===== src/rtl/nes_mem_arbiter.sv =====
// Single-port external memory arbiter for the NES core: the iNES loader owns the
// memory until loading is done, then CPU and PPU share it round-robin.
module nes_mem_arbiter #(
  parameter int unsigned WAIT = 2
) (
  input  logic        clk,
  input  logic        reset,
  input  logic [21:0] load_addr,
  input  logic [7:0]  load_data,
  input  logic        load_write,
  input  logic        load_done,
  output logic        load_overflow,
  input  logic        cpu_req,
  input  logic        cpu_we,
  input  logic [21:0] cpu_addr,
  input  logic [7:0]  cpu_wdata,
  output logic        cpu_ack,
  output logic [7:0]  cpu_rdata,
  input  logic        ppu_req,
  input  logic        ppu_we,
  input  logic [21:0] ppu_addr,
  input  logic [7:0]  ppu_wdata,
  output logic        ppu_ack,
  output logic [7:0]  ppu_rdata,
  output logic [21:0] mem_addr,
  output logic [7:0]  mem_wdata,
  input  logic [7:0]  mem_rdata,
  output logic        mem_oe,
  output logic        mem_we
);

  localparam int unsigned AW = 22;
  localparam int unsigned DW = 8;
  localparam int unsigned CW = 4;

  typedef enum logic [1:0] {S_IDLE, S_ACCESS, S_ACK} state_t;
  typedef enum logic [1:0] {G_NONE, G_LOAD, G_CPU, G_PPU} grant_t;

  state_t          state;
  grant_t          grant;
  grant_t          next_grant;
  logic [CW-1:0]   wcnt;
  logic            last_ppu;
  logic            buf_valid;
  logic [AW-1:0]   buf_addr;
  logic [DW-1:0]   buf_data;
  logic            buf_consume;
  logic            run_mode;

  assign buf_consume = (state == S_ACK) && (grant == G_LOAD);
  assign run_mode    = load_done && !buf_valid;

  // Arbitration: loader only in LOAD mode, round-robin CPU/PPU in RUN mode
  always_comb begin
    next_grant = G_NONE;
    if (!run_mode) begin
      if (buf_valid) next_grant = G_LOAD;
    end else if (cpu_req && ppu_req) begin
      next_grant = last_ppu ? G_CPU : G_PPU;
    end else if (cpu_req) begin
      next_grant = G_CPU;
    end else if (ppu_req) begin
      next_grant = G_PPU;
    end
  end

  // One-entry loader buffer; a byte arriving while it is full and not draining is lost
  always_ff @(posedge clk) begin
    if (reset) begin
      buf_valid     <= 1'b0;
      buf_addr      <= '0;
      buf_data      <= '0;
      load_overflow <= 1'b0;
    end else if (load_write && (!buf_valid || buf_consume)) begin
      buf_valid <= 1'b1;
      buf_addr  <= load_addr;
      buf_data  <= load_data;
    end else begin
      if (load_write)  load_overflow <= 1'b1;
      if (buf_consume) buf_valid     <= 1'b0;
    end
  end

  // Access sequencer: IDLE -> ACCESS (WAIT+1 cycles) -> ACK
  always_ff @(posedge clk) begin
    if (reset) begin
      state     <= S_IDLE;
      grant     <= G_NONE;
      wcnt      <= '0;
      last_ppu  <= 1'b1;
      mem_addr  <= '0;
      mem_wdata <= '0;
      mem_oe    <= 1'b0;
      mem_we    <= 1'b0;
      cpu_ack   <= 1'b0;
      ppu_ack   <= 1'b0;
      cpu_rdata <= '0;
      ppu_rdata <= '0;
    end else begin
      cpu_ack <= 1'b0;
      ppu_ack <= 1'b0;
      case (state)
        S_IDLE: begin
          if (next_grant != G_NONE) begin
            grant <= next_grant;
            wcnt  <= CW'(WAIT);
            state <= S_ACCESS;
            case (next_grant)
              G_LOAD: begin
                mem_addr  <= buf_addr;
                mem_wdata <= buf_data;
                mem_we    <= 1'b1;
                mem_oe    <= 1'b0;
              end
              G_CPU: begin
                mem_addr  <= cpu_addr;
                mem_wdata <= cpu_wdata;
                mem_we    <= cpu_we;
                mem_oe    <= !cpu_we;
                last_ppu  <= 1'b0;
              end
              default: begin
                mem_addr  <= ppu_addr;
                mem_wdata <= ppu_wdata;
                mem_we    <= ppu_we;
                mem_oe    <= !ppu_we;
                last_ppu  <= 1'b1;
              end
            endcase
          end
        end
        S_ACCESS: begin
          if (wcnt == '0) begin
            if (mem_oe && (grant == G_CPU)) cpu_rdata <= mem_rdata;
            if (mem_oe && (grant == G_PPU)) ppu_rdata <= mem_rdata;
            mem_oe  <= 1'b0;
            mem_we  <= 1'b0;
            cpu_ack <= (grant == G_CPU);
            ppu_ack <= (grant == G_PPU);
            state   <= S_ACK;
          end else begin
            wcnt <= wcnt - CW'(1);
          end
        end
        S_ACK: begin
          state <= S_IDLE;
        end
        default: begin
          state <= S_IDLE;
        end
      endcase
    end
  end

endmodule


===== config.mk =====
export PLATFORM = sky130hd
export DESIGN_NAME = nes_mem_arbiter
export DESIGN_NICKNAME = d
export VERILOG_FILES = /design/src/rtl/nes_mem_arbiter.sv
export SDC_FILE = /design/constraint.sdc
export NUM_CORES = 1
export LEC_CHECK = 0
export CORE_MARGIN = 5
export CORE_UTILIZATION = 46
export DETAILED_ROUTE_END_ITERATION = 12
export PLACE_DENSITY = 0.8
export SYNTH_ARGS = -nofsm -noshare
export SYNTH_HDL_FRONTEND = slang
export SYNTH_SLANG_ARGS = --single-unit

===== constraint.sdc =====
create_clock -name clk -period 2.9 [get_ports clk]
set_input_delay 0.87 -clock clk [delete_from_list [all_inputs] [get_ports clk]]
set_output_delay 0.87 -clock clk [all_outputs]
set_load 0.02 [all_outputs]

After elaboration in Yosys (flattened, before gate mapping)
Index checks and enable logic that the tools add are counted.

Register bits: 91. Latch bits: 0. Memory bits (writable): 0. Memory bits (read-only): 0. Input port bits: 106. Output and inout bits: 51. Word-level logic and storage cells: 79. Memories kept: 0.

Add/sub/neg operators: 1. $mul: 0. Divide/modulo/power cells: 0. $lt $le $gt $ge: 0. Equal/unequal tests: 10. Shifts and indexed selects: 0. Multiplexer cells: 24. Bitwise operators: 4. Reduce and logical (&&, ||, !) cells: 24.

Operators with widths (number): 22-bit one-hot mux with 2 select lines (1); 8-bit one-hot mux with 2 select lines (1); 3-bit AND reduction (5); 2-bit 2-to-1 mux (6); 1-bit one-hot mux with 2 select lines (5); 2-bit equality test (second input constant) (4); 4-bit 2-to-1 mux (2); 4-bit one-hot mux with 2 select lines (1); 1-bit 2-to-1 mux (7); 2-bit by 1-bit equality test with 1-bit output (second input constant) (3); 1-bit logical AND (6); 2-bit inequality test (second input constant) (3); 2-bit AND reduction (3); 2-bit nonzero test (3); 4-bit logical NOT (1); 1-bit inverter (4); 2-bit one-hot mux with 2 select lines (1); 4-bit by 1-bit subtractor with 4-bit output (second input constant) (1); 1-bit logical NOT (3); 3-bit OR reduction (1); 2-bit logical NOT (1); 1-bit logical OR (1).

Depth between registers and ports, before layout
Gate-level depths: netlist (run 1).

Depth after elaboration: 8. Depth in mapped cells: 11. Mapped depth without buffers: 7.

Least setup slack after synthesis (run 1)
Ideal clock, no wire load.

Path kind: input to register. Start point: input port cpu_req. End point: register mem_addr[0]. Library setup time: 0.071 ns. Data arrival time: 2.347 ns. Required time: 2.829 ns. Path slack: 0.482 ns. Stages: 8. Path buffers: 2. Cells stage by stage: nand2_1 a31oi_1 ha_1 clkbuf_1 clkbuf_1 a22oi_1 a211o_1 a21oi_1.

Longest elaborated chain between the ends: 5. Elaborated cells between the ends (all ways): 9. Those cells by class: 2 x eq/ne; 4 x mux; 3 x reduce/logical.

Ends and longest elaborated chain: start: declaration (RTL line 13) `input logic cpu_req,`; 2-bit 2-to-1 mux or 1-bit logical AND (tied branches) (RTL line 60, 58); 2-bit 2-to-1 mux * (RTL line 58) `end else if (cpu_req && ppu_req) begin`; 2-bit 2-to-1 mux * (RTL line 56) `if (!run_mode) begin`; 2-bit equality test (tied with other cells) (RTL line 108) `case (next_grant)`; 22-bit one-hot mux with 2 select lines or 2-bit AND reduction (tied branches); end signal: assignment (RTL line 110) `mem_addr <= buf_addr;`; end signal: assignment (RTL line 116) `mem_addr <= cpu_addr;`; end signal: assignment (RTL line 123) `mem_addr <= ppu_addr;`; end: declaration (RTL line 25) `output logic [21:0] mem_addr,`.

Every way passes the cells marked *; elsewhere a longest branch is shown, timed or not. A chain may end at the register's enable or synchronous reset.

Worst setup path after layout (run 1)
Start point: input port cpu_req. End point: register mem_addr[11].

Same word-level chain as after synthesis.

==> results of run 1 <==
## state kept, by name (all words and copies together) (netlist names), 2 cells and up
| name | flops |
|---|---|
| mem_addr | 22 |
| grant | 2 |
| cpu_rdata | 8 |
| buf_data | 8 |
| buf_addr | 22 |
| wcnt | 4 |
| state | 2 |
| mem_wdata | 8 |
| ppu_rdata | 8 |
## final timing paths
path	from	to	cells past startpoint
max	cpu_req	mem_addr[11]$_SDFFE_PP0P_	8
min	mem_addr[12]$_SDFFE_PP0P_	mem_addr[12]$_SDFFE_PP0P_	2
min reg2reg	mem_addr[12]$_SDFFE_PP0P_	mem_addr[12]$_SDFFE_PP0P_	2
max reg2reg	buf_valid$_SDFFE_PP0P_	mem_addr[11]$_SDFFE_PP0P_	7
## per-layer routing
layer | vias up | track usage | part of all wire
met3 | 30 | 0.05326 | 0.064
met2 | 197 | 0.3936 | 0.49
met4 | 0 | 0.07948 | 0.028
li1 | 2460 | - | -
met1 | 2479 | 0.2776 | 0.41
met5 | - | 0 | 0
## through the flow
stage | std cells | hold slack [ps] | setup WS, ps
5_1_grt | 839 | 483.2 | 231.4
2_1_floorplan | 582 | 465.6 | 481.8
3_5_place_dp | 824 | 448.5 | -10.47
4_1_cts | 839 | 462.0 | 368.5
3_3_place_gp | 824 | 442.1 | 38.41
6_report | 839 | 462.2 | 332.5
## kinds of logic (layout without fill, tap and decap cells)
kind of cell	Yosys count	in the layout
AOI/OAI and AO/OA	205	205
adders and majority gates	5	5
DFF	91	91
buffers and inverters	82	203
and+or+nand+nor	199	199
## synth_stat cells
| cell type | instances | area (µm²) |
|---|---|---|
| sky130_fd_sc_hd__a211oi_1 | 2 | 15.01 |
| sky130_fd_sc_hd__a22oi_1 | 30 | 225.2 |
| sky130_fd_sc_hd__a32o_1 | 1 | 10.01 |
| sky130_fd_sc_hd__clkinv_1 | 2 | 7.510 |
| sky130_fd_sc_hd__nor3_1 | 1 | 5.000 |
| sky130_fd_sc_hd__nand4bb_1 | 2 | 22.52 |
| sky130_fd_sc_hd__a21oi_2 | 2 | 17.52 |
| sky130_fd_sc_hd__nor4_1 | 3 | 18.77 |
| sky130_fd_sc_hd__nand2_1 | 67 | 251.5 |
| sky130_fd_sc_hd__ha_1 | 5 | 62.56 |
| sky130_fd_sc_hd__o21ai_0 | 2 | 10.01 |
| sky130_fd_sc_hd__clkbuf_1 | 57 | 214.0 |
| sky130_fd_sc_hd__dfxtp_1 | 91 | 1822 |
| sky130_fd_sc_hd__and3b_1 | 1 | 8.760 |
| sky130_fd_sc_hd__nand3b_1 | 1 | 7.510 |
| sky130_fd_sc_hd__buf_6 | 5 | 56.30 |
| sky130_fd_sc_hd__buf_2 | 5 | 25.02 |
| sky130_fd_sc_hd__a31oi_1 | 32 | 200.2 |
| sky130_fd_sc_hd__o311ai_0 | 30 | 262.8 |
| sky130_fd_sc_hd__nor2b_1 | 4 | 25.02 |
| sky130_fd_sc_hd__a22o_1 | 2 | 17.52 |
| sky130_fd_sc_hd__a211o_1 | 31 | 271.5 |
| sky130_fd_sc_hd__nand4_1 | 46 | 287.8 |
| sky130_fd_sc_hd__a311oi_1 | 1 | 8.760 |
| sky130_fd_sc_hd__and3_1 | 1 | 6.260 |
| sky130_fd_sc_hd__nor3b_1 | 30 | 225.2 |
| sky130_fd_sc_hd__nand4b_1 | 1 | 8.760 |
| sky130_fd_sc_hd__buf_1 | 6 | 22.52 |
| sky130_fd_sc_hd__inv_1 | 7 | 26.28 |
| sky130_fd_sc_hd__nor2_1 | 37 | 138.9 |
| sky130_fd_sc_hd__or3_4 | 1 | 11.26 |
| sky130_fd_sc_hd__o221ai_1 | 1 | 8.760 |
| sky130_fd_sc_hd__o22ai_1 | 1 | 6.260 |
| sky130_fd_sc_hd__or4b_2 | 1 | 10.01 |
| sky130_fd_sc_hd__nand3_1 | 1 | 5.000 |
| sky130_fd_sc_hd__o2111ai_1 | 2 | 17.52 |
| sky130_fd_sc_hd__nor4bb_1 | 1 | 10.01 |
| sky130_fd_sc_hd__or3b_2 | 1 | 8.760 |
| sky130_fd_sc_hd__o211ai_1 | 1 | 7.510 |
| sky130_fd_sc_hd__a21oi_1 | 50 | 250.2 |
| sky130_fd_sc_hd__o31ai_1 | 17 | 127.6 |
## worst reg2reg max path, cell delays in order, from the launching register on
cell and delay (ps):
sky130_fd_sc_hd__dfxtp_1 350, sky130_fd_sc_hd__inv_1 80, sky130_fd_sc_hd__o211ai_1 170, sky130_fd_sc_hd__ha_2 250, sky130_fd_sc_hd__or3_4 350, sky130_fd_sc_hd__buf_12 180
sky130_fd_sc_hd__a211o_1 260, sky130_fd_sc_hd__a21oi_1 170
## cell type report
type / instances / area (µm²) / share of cell area
repair buffers: 179 / 1777 / 0.2680
clock buffers: 11 / 141.4 / 0.02133
well taps: 136 / 170.2 / 0.02567
flip-flops and latches: 91 / 1822 / 0.2748
inverters: 9 / 33.78 / 0.005096
clock inverters: 4 / 98.84 / 0.01491
multi-input cells: 409 / 2586 / 0.3901
## where the power goes
part | internal, W | switching [W]
Sequential | 0.00136 | 0.0000886
Clock | 0.000594 | 0.000449
Combinational | 0.000477 | 0.000548
==> results summary, run 1 <==
For this configuration, the core starts out at a cell density of 0.4657. The path category of the worst min-delay check is register to register. Of the synthesized area, sequential elements account for 0.3841. In this run the clock root is driven by a sky130_fd_sc_hd__clkbuf_8. The H-tree was split into 3 levels.

The proportion of layout cells with a drive suffix above 1 came out at 0.06828. The post-route setup TNS came out at 0 ps. Dividing total power by cell area gives a power density of 531.1 nW/µm². The HPWL after detailed placement came out at about 11000 µm. The net count of the finished layout came out at just over 800. The number of search-and-repair iterations in the first detailed-routing pass is 6. The detailed router finished its first iteration with 325 violations. In this run the mean area of a mapped cell was about 8.1 µm². The multiplexer share of the synthesized area is 0.

The count of unresolved DRC violations after routing is 0. Max-cap violations in this run came to 0. Row generation in the floorplan step produced 37 rows. The number of I/O port buffers is around 160. After technology mapping, the gate count stands at between 500 and 600. The number of buffers inserted during clock tree synthesis came out at 9. The layout has 862 filler cells. The largest single stage delay on the critical path is 510 ps. The fraction of synthesized cell area in xor and xnor cells is 0. In this run the horizontal extent of the chip is 111.5 µm. After detailed placement, the total cell area comes to 6389 µm². The area fraction in compound gates after synthesis came out at 0.3070.

After synthesis, the largest family of logic cells by area is compound AO/OA/AOI/OAI gates. The register bit count reported by yosys is 91. The leakage power figure came out at 2.200 nW. The worst pin sits at a relative slew slack of 0.5178. The number of antenna violations at the first check in global routing is 0. The most common cell after layout, fill and taps aside is sky130_fd_sc_hd__clkdlybuf4s50_1.

Hold repair after CTS inserted 0 buffers. Of the total synthesized cell area, the portion taken by AND, OR, NAND and NOR gates is 0.2216. The detailed-route via count is 5166.

The first-pass GRT wire length is 24220 µm. The total routed wirelength is 14840 µm. The I/O pin count came out at 157. Setup violations remaining at the end of the flow were counted as 0. The number of global-route vias before repair came out at 5012. The weighted congestion at the end of routability-driven global placement came out at 0.8310.

The total die area is 12440 µm². The maximum number of pins on one net before global-route repair came out at 63. The share of the cycle needed by the critical path after routing is 0.8854. The final count of pins violating max slew came out at 0.

The largest buffer count on any clock path came out at 2. The number of cells upsized or downsized after cts came out at 0. The final global-route overflow total is 0. The total area inside the core boundary comes to 10180 µm². The worst clock skew is 11.80 ps. TritonCTS built the clock tree.

The highest fanout seen on the critical path came out at 24. The number of sinks driven by the clock tree came out at 91. STA puts the critical path data arrival time at 2850 ps. The ratio of routed vias to standard cells came out at roughly 6.2. The top cell types in the final layout, fill and taps aside, are sky130_fd_sc_hd__clkdlybuf4s50_1 (154), sky130_fd_sc_hd__dfxtp_1 (91), sky130_fd_sc_hd__nand2_1 (67). The overall power came out at 0.003520 W. The synthesis-to-finish area growth came out at 39.75%. The slew at the pin closest to its max-slew limit is 721.2 ps. Traced cell by cell, the critical path runs through clkdlybuf4s50_1 -> nand2_1 -> a31oi_1 -> ha_1 -> buf_12 -> a22oi_1 -> a211o_1 -> a21oi_1.

The post-synth design cell area is 4743 µm². The hold violation count in the final report is 0. On the critical path the largest part of the delay comes from compound AO/OA/AOI/OAI gates.

The setup check on the worst reg-to-reg path leaves a slack of a little over 1000 ps. Buffers added to address setup during post-CTS repair amount to 0. The clock-pin slew reported for the worst setup and hold paths after clock tree synthesis is 90 ps.

The post-synth net total came out at about 700. The clock reaches the later pin of the worst-skew pair after 360 ps. Based on the critical path, the design can be clocked at up to 389.5 MHz.

Once layout is complete, the utilization of the core stands at 0.6509. Setup repair after global routing left no endpoint under its margin. The all-layer global routing usage is 0.2277. The post-layout minimum cycle time is 2568 ps. The required time reported for the critical path endpoint came out at ~3200 ps. The worst setup path is launched from an input pin. The run finished with clean final reports. The synthesis warning total is 0. The adder-cell share of the synthesized area came out at 0.01319.

The number of buffer and inverter instances along the worst setup path came out at 2. The worst setup path is of the input pin to register kind. The number of antenna repair diodes came out at 0. The height of the die is 111.5 µm.

The final standard cell area without fillers is 6629 µm². The slowest stage of the critical path is the sky130_fd_sc_hd__clkdlybuf4s50_1 cell. In the final routed layout, each cell accounts on average for 17.68 µm. The worst IR drop on VDD is 0.3112 mV. After synthesis, the netlist uses 41 different library cells. STA classifies the critical path endpoint as a register. The number of antenna-violating nets in the routed design came out at 0.
(Power assumes the default switching activity.)
==> inputs of run 2 (changes only) <==
- CTS_CLUSTER_DIAMETER: not set -> 30
- SKIP_LAST_GASP: not set -> 1
==> results of run 2 <==
The final DEF is identical to that of run 1; final timing and power are the same.
==> inputs of run 3 (changes only) <==
- RECOVER_POWER: not set -> 25
- SETUP_SLACK_MARGIN: not set -> 0.4
==> run 3 against run 2 <==
  * Highest routed layer unchanged
  * Combinational power increased by 8%
  * Largest power group unchanged
  * First-iteration DRC count up 2.8%
  * Cell area increased by 1.6%
  * Critical endpoint is now wcnt[2]$_SDFFE_PP0P_
  * Clock-buffer cell count is the same
  * Via count increased by 0.50%
  * Sequential cell count unchanged
  * Critical path depth is 4 lower
  * Die area stayed put
  * Total power increased by 2.0%
  * Global-route usage hardly changed
  * Setup slack better by 120 ps
  * Clock skew fell by 1.3 ps
==> results summary, run 3 (synthesis results as in run 1) <==
The number of violations of the max-capacitance limit came out at 0 (unchanged). The post-layout minimum cycle time was 2446 ps (-121.3 ps). The internal power is 0.002477 W (+1.7%).

The worst clock skew came out at 10.46 ps (-1.341 ps). Leaving out fill and tap cells, the most frequent cell in the layout is sky130_fd_sc_hd__clkdlybuf4s50_1. The slack of the critical path is 453.8 ps (+121.3 ps). The proportion of power drawn by the clock network was 0.290 (-0.006). The number of antenna-violating nets in the routed design was 0 (unchanged). The cell area reported after detailed placement is 6389 µm² (unchanged). The part of the power in combinational logic is 0.305 (+0.014). STA classifies the critical path endpoint as a register.

The total die area is 12440 µm² (unchanged). The biggest cell delay along the critical path came out at 670 ps (+160 ps). The arrival time at the worst endpoint is 2650 ps (-200 ps). The initial cell density of the core is 0.4657 (unchanged). The number of I/O port buffers came out at 156 (unchanged). The detailed-route via count came out at 5192 (+0.50%). The final global-route overflow total is 0 (unchanged).

The slew at the pin closest to its max-slew limit came out at 1121 ps (+399.5 ps). The number of sinks driven by the clock tree is 91 (unchanged). The weighted congestion at the end of routability-driven global placement is 0.8310 (unchanged).

The total power per unit cell area came out at 533.2 nW/µm² (+0.41%). The highest fanout seen on the critical path is 40 (+67%). The I/O pin count came to 157 (unchanged). The clock-pin slew reported for the worst setup and hold paths after clock tree synthesis came out at 90 ps (about the same). The startpoint identified for the worst register-to-register timing path is state[1]$_SDFFE_PP0P_. The capture point of the critical path is wcnt[2]$_SDFFE_PP0P_. The final standard cell area without fillers is 6733 µm² (+1.6%).

The switching share of total power is 0.3099 (+0.001661). The worst slack at placement came to -10.47 ps (unchanged). The worst IR drop on VDD came out at 0.3154 mV (+1.3%).

The first-pass GRT wire length came to 24230 µm (about the same). The number of antenna repair diodes came out at 0 (unchanged). The total routed wirelength came out at 15320 µm (+3.2%). The all-layer global routing usage is 0.2278 (about the same). The maximum frequency from static timing analysis came out at 408.8 MHz (+5.0%).

Setup repair after global routing left no endpoint under its margin. The height of the die came out at 111.5 µm (unchanged). The headroom to the max-slew limit came out at 0.2529 (-0.2649).

The tree is rooted in a sky130_fd_sc_hd__clkbuf_8. The sequential fraction of design power came out at 0.405 (-0.008). The number of global-route vias before repair came out at 5019 (+0.14%). The worst register-to-register path ends at buf_data[6]$_SDFFE_PP0P_.

The number of inserted filler cells in the final layout came to 846 (-1.9%). The largest registers in the layout are buf_addr x22, mem_addr x22. The number of setup violations in the final report is 0 (unchanged). Compared with the post-synthesis result, the final layout area differs by 41.94%. The number of antenna violations at the first check in global routing is 0 (unchanged). The leakage power figure is 2.269 nW (+3.1%).

The critical path starts at reset. The ratio of routed vias to standard cells is 6.152 (about the same). The number of cells traversed by the worst register-to-register path came out at 3 (-4). The net count of the finished layout came to 815 (+0.62%). The smallest hold slack is 462.8 ps (+0.5250 ps). The floorplan core area is 10180 µm² (unchanged). The share of the cycle needed by the critical path after routing came out at 0.8435 (-0.04183). The CTS tree is yes.

By startpoint and endpoint, the worst setup path is classified as input pin to register. The post-route setup TNS came out at 0 ps (unchanged). The count of unresolved DRC violations after routing came out at 0 (unchanged). The largest buffer count on any clock path came out at 2 (unchanged). The maximum number of pins on one net before global-route repair is 63 (unchanged). The post-cts hold buffer count was 0 (unchanged). The register-to-register setup slack came out at 860 ps (-160 ps).

The proportion of layout cells with a drive suffix above 1 came to 0.07627 (+0.007992). The number of search-and-repair iterations in the first detailed-routing pass was 5 (-1). In the layout the commonest cells are sky130_fd_sc_hd__clkdlybuf4s50_1 (151), sky130_fd_sc_hd__dfxtp_1 (91), sky130_fd_sc_hd__nand2_1 (67).

The hold violation count in the final report was 0 (unchanged). The number of standard-cell rows in the floorplan was 37 (unchanged). The slowest stage of the critical path is the sky130_fd_sc_hd__clkbuf_1 cell. The required time reported for the critical path endpoint came out at 3100 ps (-80 ps). The flow ran to the end, and the final reports show no timing, DRC or antenna violations.

The final count of pins violating max slew is 0 (unchanged). The critical path goes through clkbuf_2 -> buf_4 -> clkbuf_1 -> a21oi_1. The insertion delay of the later-clocked pin in the worst-skew pair is 360 ps (about the same).

The switching power is 0.001113 W (+2.5%). The worst setup path is launched from an input pin. The detail-routed net length per standard cell came out at 18.15 µm (+2.6%). The violation count after the first detailed-routing iteration is 334 (+2.8%). The number of buffers inserted during clock tree synthesis came to 9 (unchanged). The width of the die is 111.5 µm (unchanged). The path category of the worst min-delay check is register to register. The HPWL after detailed placement came out at 10520 µm (unchanged). The count of H-tree levels built during CTS came out at 3 (unchanged).
## run 3: cell count changes in the layout (fill, tap and decap cells not counted), moves of 2 or more
| cell | delta |
|---|---|
| sky130_fd_sc_hd__clkbuf_16 | +2 |
| sky130_fd_sc_hd__buf_4 | -3 |
| sky130_fd_sc_hd__dlymetal6s2s_1 | +3 |
| sky130_fd_sc_hd__clkdlybuf4s50_1 | -3 |
| sky130_fd_sc_hd__clkbuf_2 | +3 |
## run 3: repair_timing
item | CTS | global route
setup endpoints to repair | 15 | 27
pin swaps | 0 | 3
gates cloned | 0 | 2
resized for setup | 1 | 6
setup buffers | 0 | 3
## run 3: critical path: cells and delay by family
kind / cells / cell delay [ps]
buf+inv: 3 / 1660
compound gates: 1 / 110
## run 3: worst min path at each step
| stage | startpoint | to | slack, ps | cells past startpoint |
|---|---|---|---|---|
| 2_1_floorplan | grant[1]$_SDFFE_PP0P_ | grant[1]$_SDFFE_PP0P_ | 470 | 2 |
| 3_3_place_gp | mem_addr[20]$_SDFFE_PP0P_ | mem_addr[20]$_SDFFE_PP0P_ | 440 | 2 |
| 3_5_place_dp | mem_addr[12]$_SDFFE_PP0P_ | mem_addr[12]$_SDFFE_PP0P_ | 450 | 2 |
| 4_1_cts | mem_addr[12]$_SDFFE_PP0P_ | mem_addr[12]$_SDFFE_PP0P_ | 460 | 2 |
| 5_1_grt | mem_wdata[3]$_SDFFE_PP0P_ | mem_wdata[3]$_SDFFE_PP0P_ | 480 | 2 |
| 6_report | mem_addr[3]$_SDFFE_PP0P_ | mem_addr[3]$_SDFFE_PP0P_ | 460 | 2 |
## run 3: metal layers
layer  wire (µm)  GRT usage
met5           0          0
met4         438    0.08029
met3         931    0.05380
met2        7633     0.3912
met1        6312     0.2792
## run 3: per-stage QoR
stage | util | total power (W) | instances
final | 0.6611 | 0.003590 | 844
after global routing | 0.6611 | 0.003767 | 844
after CTS | 0.6515 | 0.003530 | 839
after detailed placement | 0.6273 | 0.002499 | 824
after global placement | 0.6273 | 0.002462 | 824
after floorplan | - | 0.002070 | 582
## run 3: power groups by stage
stage	logic (W)	clock network [W]	registers [W]
after global routing	0.00118	0.00112	0.00147
after floorplan	0.000547	0	0.00152
after detailed placement	0.00102	0	0.00148
final	0.00110	0.00104	0.00145
after global placement	0.000987	0	0.00147
after CTS	0.00102	0.00106	0.00145
## run 3: layout make-up
| cell class | instances | area (µm²) | share of cell area |
|---|---|---|---|
| timing repair buffer | 184 | 1862 | 0.2765 |
| clock inverter | 4 | 98.84 | 0.01468 |
| sequential | 91 | 1822 | 0.2706 |
| inverter | 9 | 33.78 | 0.005018 |
| clock buffer | 11 | 141.4 | 0.02100 |
| tap | 136 | 170.2 | 0.02527 |
| multi-input combinational | 409 | 2605 | 0.3869 |
